==> src/rtl/mef_pkg.sv <==
// mef_pkg: shared state codes, actuator states and counter width helpers
// for the mef_actuator_ctrl slice.
package mef_pkg;

  // FSM state codes produced by the upstream irrigation/tank controller
  typedef enum logic [1:0] {
    VZ   = 2'b00,
    EN   = 2'b01,
    ERRO = 2'b10,
    REGA = 2'b11
  } state_code_t;

  // Per-actuator drive state
  typedef enum logic {
    ACT_OFF = 1'b0,
    ACT_ON  = 1'b1
  } act_state_t;

  // Bits needed to hold values 0..max_val (never less than one bit)
  function automatic int unsigned cnt_width(input int unsigned max_val);
    return (max_val < 1) ? 1 : $clog2(max_val + 1);
  endfunction

  // Dwell counter width: large enough to saturate at the longer dwell
  function automatic int unsigned dwell_width(input int unsigned on_cyc,
                                              input int unsigned off_cyc);
    return cnt_width((on_cyc > off_cyc) ? on_cyc : off_cyc);
  endfunction

endpackage

==> src/rtl/mef_actuator_ctrl_act_dwell.sv <==
// act_dwell: single actuator OFF/ON state machine with a saturating dwell
// counter. The counter clears on every state change; i_force_off drops the
// actuator regardless of dwell and also blocks switch-on.
module act_dwell
  import mef_pkg::*;
#(
  parameter int unsigned MIN_ON_CYC  = 8,
  parameter int unsigned MIN_OFF_CYC = 8
) (
  input  logic clock,
  input  logic resetN,
  input  logic i_target,
  input  logic i_allow_on,
  input  logic i_force_off,
  output logic o_on
);

  localparam int unsigned         CNT_W   = dwell_width(MIN_ON_CYC, MIN_OFF_CYC);
  localparam logic [CNT_W-1:0]    CNT_MAX = '1;

  act_state_t       r_state;
  act_state_t       w_state_nxt;
  logic [CNT_W-1:0] r_cnt;
  logic [CNT_W-1:0] w_cnt_nxt;

  // State and dwell register; off-dwell preloaded saturated so the first
  // switch-on after reset is not delayed
  always_ff @(posedge clock or posedge resetN) begin
    if (resetN) begin
      r_state <= ACT_OFF;
      r_cnt   <= CNT_MAX;
    end else begin
      r_state <= w_state_nxt;
      r_cnt   <= w_cnt_nxt;
    end
  end

  // Next-state: dwell-qualified transitions, force_off wins
  always_comb begin
    w_state_nxt = r_state;
    w_cnt_nxt   = (r_cnt == CNT_MAX) ? r_cnt : r_cnt + CNT_W'(1);
    case (r_state)
      ACT_OFF: begin
        if (i_target && i_allow_on && !i_force_off &&
            (r_cnt >= CNT_W'(MIN_OFF_CYC))) begin
          w_state_nxt = ACT_ON;
          w_cnt_nxt   = '0;
        end
      end
      ACT_ON: begin
        if (i_force_off || (!i_target && (r_cnt >= CNT_W'(MIN_ON_CYC)))) begin
          w_state_nxt = ACT_OFF;
          w_cnt_nxt   = '0;
        end
      end
      default: begin
        w_state_nxt = ACT_OFF;
        w_cnt_nxt   = '0;
      end
    endcase
  end

  assign o_on = (r_state == ACT_ON);

endmodule

==> src/rtl/mef_actuator_ctrl.sv <==
// mef_actuator_ctrl: turns the controller state code into valve/pump/alarm
// drives. Settle-filters state changes (ERRO bypasses the filter), enforces
// dwell times and break-before-make between valve and pump, blinks the alarm
// in ERRO. Optional valve watchdog enabled by `define ACT_RUNTIME_LIMIT_EN.
module mef_actuator_ctrl
  import mef_pkg::*;
#(
  parameter int unsigned SETTLE_CYC     = 2,
  parameter int unsigned MIN_ON_CYC     = 8,
  parameter int unsigned MIN_OFF_CYC    = 8,
  parameter int unsigned BLINK_HALF_CYC = 4
`ifdef ACT_RUNTIME_LIMIT_EN
  ,
  parameter int unsigned MAX_FILL_CYC   = 64
`endif
) (
  input  logic       clock,
  input  logic       resetN,
  input  logic [1:0] state_in,
  output logic [1:0] applied_state,
  output logic       valve_en,
  output logic       pump_en,
  output logic       alarm,
  output logic       fill_timeout
);

  localparam int unsigned SET_W   = cnt_width(SETTLE_CYC);
  localparam int unsigned BLINK_W = cnt_width(BLINK_HALF_CYC);

  state_code_t        w_state_in;
  state_code_t        r_last;
  state_code_t        r_applied;
  state_code_t        w_applied_nxt;
  logic [SET_W-1:0]   r_stab;
  logic [SET_W-1:0]   w_stab_nxt;
  logic               w_err;
  logic               w_valve_on;
  logic               w_pump_on;
  logic               r_valve_on_d;
  logic               r_pump_on_d;
  logic               w_valve_allow;
  logic               w_pump_allow;
  logic               w_valve_force;
  logic               r_alarm;
  logic               r_err_d;
  logic [BLINK_W-1:0] r_blink_cnt;

  assign w_state_in = state_code_t'(state_in);
  assign w_err      = (r_applied == ERRO);

  // Settle filter: count consecutive identical samples, ERRO accepted at once
  always_comb begin
    w_stab_nxt    = SET_W'(1);
    w_applied_nxt = r_applied;
    if (w_state_in == r_last) begin
      if (r_stab >= SET_W'(SETTLE_CYC)) w_stab_nxt = r_stab;
      else                              w_stab_nxt = r_stab + SET_W'(1);
    end
    if (w_state_in == ERRO)                    w_applied_nxt = ERRO;
    else if (w_stab_nxt >= SET_W'(SETTLE_CYC)) w_applied_nxt = w_state_in;
  end

  // Sample register and accepted state code
  always_ff @(posedge clock or posedge resetN) begin
    if (resetN) begin
      r_last    <= VZ;
      r_stab    <= '0;
      r_applied <= VZ;
    end else begin
      r_last    <= w_state_in;
      r_stab    <= w_stab_nxt;
      r_applied <= w_applied_nxt;
    end
  end

  // One-cycle history of each drive, for the all-off gap on handover
  always_ff @(posedge clock or posedge resetN) begin
    if (resetN) begin
      r_valve_on_d <= 1'b0;
      r_pump_on_d  <= 1'b0;
    end else begin
      r_valve_on_d <= w_valve_on;
      r_pump_on_d  <= w_pump_on;
    end
  end

  assign w_valve_allow = !w_pump_on && !r_pump_on_d;
  assign w_pump_allow  = !w_valve_on && !r_valve_on_d;

`ifdef ACT_RUNTIME_LIMIT_EN
  localparam int unsigned FILL_W = cnt_width(MAX_FILL_CYC);

  logic [FILL_W-1:0] r_fill_cnt;
  logic              r_fill_timeout;
  logic              w_fill_trip;

  assign w_fill_trip = w_valve_on && (r_fill_cnt >= FILL_W'(MAX_FILL_CYC - 1));

  // Valve watchdog: count consecutive on-cycles, latch a sticky timeout
  always_ff @(posedge clock or posedge resetN) begin
    if (resetN) begin
      r_fill_cnt     <= '0;
      r_fill_timeout <= 1'b0;
    end else begin
      if (w_valve_on && !w_fill_trip) r_fill_cnt <= r_fill_cnt + FILL_W'(1);
      else                            r_fill_cnt <= '0;
      if (w_fill_trip)                r_fill_timeout <= 1'b1;
      else if (w_applied_nxt == VZ)   r_fill_timeout <= 1'b0;
    end
  end

  assign w_valve_force = w_err || w_fill_trip || r_fill_timeout;
  assign fill_timeout  = r_fill_timeout;
`else
  assign w_valve_force = w_err;
  assign fill_timeout  = 1'b0;
`endif

  act_dwell #(
    .MIN_ON_CYC  (MIN_ON_CYC),
    .MIN_OFF_CYC (MIN_OFF_CYC)
  ) u_valve (
    .clock       (clock),
    .resetN      (resetN),
    .i_target    (r_applied == EN),
    .i_allow_on  (w_valve_allow),
    .i_force_off (w_valve_force),
    .o_on        (w_valve_on)
  );

  act_dwell #(
    .MIN_ON_CYC  (MIN_ON_CYC),
    .MIN_OFF_CYC (MIN_OFF_CYC)
  ) u_pump (
    .clock       (clock),
    .resetN      (resetN),
    .i_target    (r_applied == REGA),
    .i_allow_on  (w_pump_allow),
    .i_force_off (w_err),
    .o_on        (w_pump_on)
  );

  // Alarm blinker: on at ERRO entry, toggles each half period, phase restarts
  always_ff @(posedge clock or posedge resetN) begin
    if (resetN) begin
      r_alarm     <= 1'b0;
      r_err_d     <= 1'b0;
      r_blink_cnt <= '0;
    end else begin
      r_err_d <= w_err;
      if (!w_err) begin
        r_alarm     <= 1'b0;
        r_blink_cnt <= '0;
      end else if (!r_err_d) begin
        r_alarm     <= 1'b1;
        r_blink_cnt <= '0;
      end else if (r_blink_cnt == BLINK_W'(BLINK_HALF_CYC - 1)) begin
        r_alarm     <= !r_alarm;
        r_blink_cnt <= '0;
      end else begin
        r_blink_cnt <= r_blink_cnt + BLINK_W'(1);
      end
    end
  end

  assign applied_state = r_applied;
  assign valve_en      = w_valve_on;
  assign pump_en       = w_pump_on;
  assign alarm         = r_alarm;

endmodule

==> config.mk <==
export PLATFORM = sky130hd
export DESIGN_NAME = mef_actuator_ctrl
export DESIGN_NICKNAME = d
export VERILOG_FILES = /design/src/rtl/mef_pkg.sv /design/src/rtl/mef_actuator_ctrl_act_dwell.sv /design/src/rtl/mef_actuator_ctrl.sv
export SDC_FILE = /design/constraint.sdc
export NUM_CORES = 1
export LEC_CHECK = 0
export ABC_AREA = 1
export CORE_MARGIN = 2
export CORE_UTILIZATION = 30
export DETAILED_ROUTE_END_ITERATION = 12
export SLEW_MARGIN = 30
export SYNTH_ARGS = -nofsm -noshare
export SYNTH_HDL_FRONTEND = slang
export SYNTH_HIERARCHICAL = 1
export SYNTH_SLANG_ARGS = --single-unit
==> constraint.sdc <==
create_clock -name clock -period 1.4 [get_ports clock]
set_input_delay 0.28 -clock clock [delete_from_list [all_inputs] [get_ports clock]]
set_output_delay 0.28 -clock clock [all_outputs]
set_load 0.02 [all_outputs]
==> run summary, run 1 <==
R2R Setup Slk = 0.17 ns
I/O Pins = 10
leakage power = 0.767 nW
max_cap viols = 0
NumNets Final = 175
Final GP Congestion = 0.837
Design Area, Final = 0.00137 mm2
die extent in x = 66.2 um
Initial Utilization = 31.5%
CP Capture Type = output port
post-synth top area share = 32.3%
number of synthesized flops with an enable pin = 0
final-report setup violation count = 0
most instantiated library cell after synthesis = nand2_1
Via density = 4.03
DP Cell Count = 208
Total Power = 2.34 mW
overflow left after global routing = 0
register area share after synthesis = 50.4%
library cells used by synthesis = 20
setup TNS = 0 ns
Final Slew Violations = 0
CTS Hold Bufs = 0
layout cells sized above 1 = 13.4%
Worst setup SP type = register
Worst EP arrival = 0.98 ns
clk_lat worst skew = 0.26 ns
fmax = 793 MHz
CTS tree = built
Final ANT Viol Nets = 0
Post-synth ARST share = 100%
DR DRC count = 0
vias in the first global route = 754
Max clock buf depth = 2
total placed instance area = 0.00133 mm2
worst path bufs/invs = 1
CTS root buf = clkbuf_8
Finished Layout Cells = 212
Syn Area/Cell = 7.85 um2
first-pass GRT wire length = 3150 um
final period demand of the worst path = 1.26 ns
Post-synth top cells = 42 x nand2_1, 28 x inv_1, 20 x nor2_1
Post-CTS Setup Bufs = 0
critical path's slowest cell = dfrtp_1
Synth area leaders = dfrtp_1 32%, dfstp_2 18%, nand2_1 14%
1st-iter DRT viols = 14
TritonRoute pass-1 iters = 4
Total GRT Usage = 9.21%
# diodes = 0
fin crit share = 90.0%
crit-path leading delay family = flip-flops
WS Path Type = register to output port
Peak VDD IR = 1.04 mV
CP max stage delay = 0.40 ns
pwr/cell area = 1700 mW/mm2
Cells after Synth = 148
RSZ-0062 raised after global routing = false
synthesis-to-layout area growth = 18.0%
Hold Path Class = input pin to async pin
Setup WS post-layout = 0.139 ns
H-tree levels = 1
CP cell instances = dlygate4sd2_1
die height = 66.2 um
Synth Warn # = 6
CTS Buf Count = 3
Vias = 855
CP required = 1.12 ns
flops & latches, synth = 23
Synth Flop Type = dfrtp_1
Clk pin slew, worst setup/hold paths = 0.08 ns
DP Wirelength = 1410 um
Post-Place Setup Slack = -0.0503 ns
Crit Path Max Fanout = 3
final hold violation count = 0
antenna violations before repair = 0
wire per inst = 8.57 um
die footprint = 0.00439 mm2
Routed WL = 1820 um
clk sinks = 23
port bufs = 8
Fill cells = 391
netlist area before placement = 0.00116 mm2
core area = 0.00369 mm2
run status = complete, no violations
leading area contributor after synthesis = dfrtp_1
clock skew = 0.00893 ns
Syn Nets = 158
pin count of the biggest net entering global routing = 14
row count = 22
==> sequential cells by signal (all words and copies together) (netlist names) <==
signal         count
r_err_d            1
u_valve/o_on       1
r_pump_on_d        1
r_last             2
alarm              1
applied_state      2
r_stab             2
u_pump/r_cnt       4
u_pump/o_on        1
r_blink_cnt        3
r_valve_on_d       1
u_valve/r_cnt      4
==> cell type report <==
| class | count | area, um2 | share of cell area, % |
|---|---|---|---|
| clock buffer | 4 | 45.0 | 3.28 |
| timing repair buffer | 13 | 111 | 8.12 |
| inverter | 29 | 109 | 7.94 |
| multi-input combinational | 95 | 460 | 33.6 |
| tap | 48 | 60.1 | 4.38 |
| sequential | 23 | 586 | 42.7 |
==> layout by cell type (no fill, tap or decap) <==
master / count
a21oi_1: 2
buf_4: 5
clkbuf_1: 1
clkbuf_8: 3
clkdlybuf4s50_1: 3
conb_1: 1
dfrtp_1: 15
dfstp_2: 8
dlygate4sd2_1: 5
ha_1: 6
inv_1: 28
inv_2: 1
nand2_1: 42
nand2_2: 2
nand3_1: 9
nand3_2: 1
nand4_1: 2
nor2_1: 20
nor3_1: 1
o21ai_0: 4
or2_0: 1
or2_1: 1
or2_2: 2
xnor2_1: 1
==> what timing repair did <==
item / in CTS / in global routing
gates resized for setup: 5 / 0
hold endpoints to repair: 0 / 0
endpoints found under the setup margin: 5 / 0
==> routing by layer <==
layer / GRT usage (%) / up-vias / wire length (um)
li1: - / 470 / -
met1: 13.4 / 368 / 1020
met2: 13.4 / 15 / 728
met3: 1.02 / 2 / 38
met4: 4.59 / 0 / 27
met5: 0 / - / 0
==> path summary, 6_finish.rpt <==
path	end	cells past startpoint	start
max	alarm	1	alarm
min	u_valve/o_on	2	resetN
max reg2reg	u_valve/r_cnt[3]	8	applied_state[0]
min reg2reg	r_blink_cnt[0]	1	r_blink_cnt[0]
max in group asynchronous	r_pump_on_d	3	resetN
min in group clock	r_blink_cnt[0]	1	r_blink_cnt[0]
==> power breakdown <==
group          total [mW]  switching (mW)  internal [mW]
sequential           1.11           0.173          0.935
combinational       0.832           0.484          0.349
clock               0.395           0.192          0.202
total                2.34           0.849           1.49
==> logic make-up after synthesis <==
logic type | share of synthesized area [%]
and+or+nand+nor | 29.5
buffers and inverters | 10.0
DFF | 50.4
AOI/OAI and AO/OA | 2.58
adders and majority gates | 6.46
xor gates and xnor gates | 0.754
other | 0.323
==> through the flow <==
stage          util (%)  hold slack [ns]
2_1_floorplan         -           0.0556
6_report           37.2            0.286
5_1_grt            37.2            0.331
3_3_place_gp       36.1            0.428
4_1_cts            37.2            0.285
3_5_place_dp       36.1            0.431
No activity file was read; power rests on OpenSTA's default activity.
==> run 2: changes to the inputs <==
CAP_MARGIN = 20   (was default)
==> results of run 2 <==
No change in the layout: final DEF, timing and power equal those of run 1.
==> run 3: changes to the inputs <==
REMOVE_ABC_BUFFERS = 1   (was default)
==> run 3 against run 2 <==
  * Flip-flop and latch count stayed put
  * Wire length is 7.7% lower
  * Clock power hardly changed
  * Total power is 0.79% lower
  * Critical path depth stayed put
  * First-iteration DRC count is 29% lower
  * Critical endpoint is now applied_state[0]
  * Highest routed layer unchanged
==> run summary, run 3 (same netlist as run 1, synthesis figures left out) <==
run status = complete, no violations
synthesis-to-layout area growth = 17.4%
Fill cells = 399 (+2.0%)
CP cell instances = dlygate4sd2_1
FF-to-FF path depth = 6 (-2)
CTS root buf = clkbuf_8
pwr/cell area = 1700 mW/mm2 (-0.33%)
CTS Buf Count = 3 (unchanged)
Total Power = 2.32 mW (-0.79%)
post-CTS sizing = 5 (unchanged)
I/O Pins = 10 (unchanged)
DP Cell Count = 207 (-0.48%)
max_cap viols = 0 (unchanged)
most frequent cells in the layout = 42 x nand2_1, 28 x inv_1, 20 x nor2_1
pin count of the biggest net entering global routing = 14 (unchanged)
first-pass GRT wire length = 2970 um (-5.9%)
CP required = 1.12 ns (about the same)
met2 Use GR = 11.9% (-1.5 points)
RSZ-0062 raised after global routing = false
vias in the first global route = 708 (-6.1%)
1st-iter DRT viols = 10 (-4)
Vias = 834 (-2.5%)
Post-Place Setup Slack = 0.0101 ns (+0.0605 ns)
critical path's slowest cell = dfrtp_1
multi-input logic area = 460 um2 (unchanged)
CTS Hold Bufs = 0 (unchanged)
fin crit share = 92.7% (+2.7 points)
NumNets Final = 174 (-0.57%)
wire per inst = 7.95 um (-7.2%)
final hold violation count = 0 (unchanged)
most common cell after layout, fill and taps aside = nand2_1
overflow left after global routing = 0 (unchanged)
CP Capture Type = output port
die height = 66.2 um (unchanged)
core area = 0.00369 mm2 (unchanged)
crit-path leading delay family = flip-flops
setup TNS = 0 ns (unchanged)
clock skew = 0.00477 ns (-0.00416 ns)
Clk pin slew, worst setup/hold paths = 0.08 ns (about the same)
row count = 22 (unchanged)
Worst EP arrival = 1.02 ns (+0.04 ns)
Final ANT Viol Nets = 0 (unchanged)
H-tree levels = 1 (unchanged)
Regs by FF count = u_pump/r_cnt (4), u_valve/r_cnt (4), r_blink_cnt (3)
CTS tree = built
hold_ws = 0.277 ns (-0.00828 ns)
Final GP Congestion = 0.769 (-8.2%)
final period demand of the worst path = 1.30 ns (+0.0378 ns)
Setup WS post-layout = 0.102 ns (-0.0378 ns)
TritonRoute pass-1 iters = 4 (unchanged)
Post-CTS Setup Bufs = 0 (unchanged)
Peak VDD IR = 1.20 mV (+15%)
global route hottest layer = met1
Total GRT Usage = 8.78% (-0.43 points)
DP Wirelength = 1320 um (-6.6%)
clk sinks = 23 (unchanged)
Via density = 3.95 (-2.0%)
leakage power = 0.765 nW (-0.32%)
worst path bufs/invs = 1 (unchanged)
antenna violations before repair = 0 (unchanged)
# diodes = 0 (unchanged)
met1 Use GR = 12.6% (-0.85 points)
DR DRC count = 0 (unchanged)
register area = 586 um2 (unchanged)
Finished Layout Cells = 211 (-0.47%)
fmax = 770 MHz (-2.9%)
Crit Path Max Fanout = 4 (+1)
layout cells sized above 1 = 13.5% (+0.082 points)
Initial Utilization = 31.5% (unchanged)
WS Path Type = register to output port
Routed WL = 1680 um (-7.7%)
final-report setup violation count = 0 (unchanged)
Max clock buf depth = 2 (unchanged)
CP max stage delay = 0.42 ns (+0.02 ns)
Hold Path Class = input pin to async pin
clk_lat worst skew = 0.26 ns (about the same)
Worst setup SP type = register
die footprint = 0.00439 mm2 (unchanged)
port bufs = 8 (unchanged)
die extent in x = 66.2 um (unchanged)
M3 GR Usage = 1.87% (+0.85 points)
Final Slew Violations = 0 (unchanged)
path length in cells of the critical path = 1 (unchanged)
## run 3: power by group
group / leakage (nW) / total (mW) / switching, mW / internal, mW
Sequential: 0.278 / 1.11 / 0.174 / 0.935
Clock: 0.0255 / 0.394 / 0.196 / 0.198
Combinational: 0.461 / 0.815 / 0.470 / 0.345
## run 3: area by class of cell
class,instances,area share [%]
repair buffers,12,7.61
clock buffers,3,3.02
multi-input cells,95,33.7
clock inverters,1,0.367
well taps,48,4.40
flip-flops and latches,23,42.9
inverters,29,7.97
## run 3: final timing paths
path	endpoint	start	slack, ns
worst max-delay path	applied_state[0]	applied_state[0]	0.10
worst min-delay path	u_valve/o_on	resetN	0.28
worst max register to register	u_valve/r_cnt[1]	u_valve/r_cnt[0]	0.18
worst min register to register	r_blink_cnt[0]	r_blink_cnt[0]	0.45
max in group asynchronous	r_pump_on_d	resetN	0.86
min in group clock	r_blink_cnt[0]	r_blink_cnt[0]	0.45
## run 3: routing by layer
metal  vias up  part of all wire, %  wire [um]
li1        471                    -          -
met1       353                   52        878
met2         8                   43        717
met3         2                  3.2         53
met4         0                  1.6         27
met5         -                    0          0
## run 3: per-stage QoR
stage,utilization (%),area (um2)
global route,37.0,1370
floorplan,-,1150
finish,37.0,1370
detailed placement,35.9,1330
CTS,37.0,1370
global placement,35.9,1330
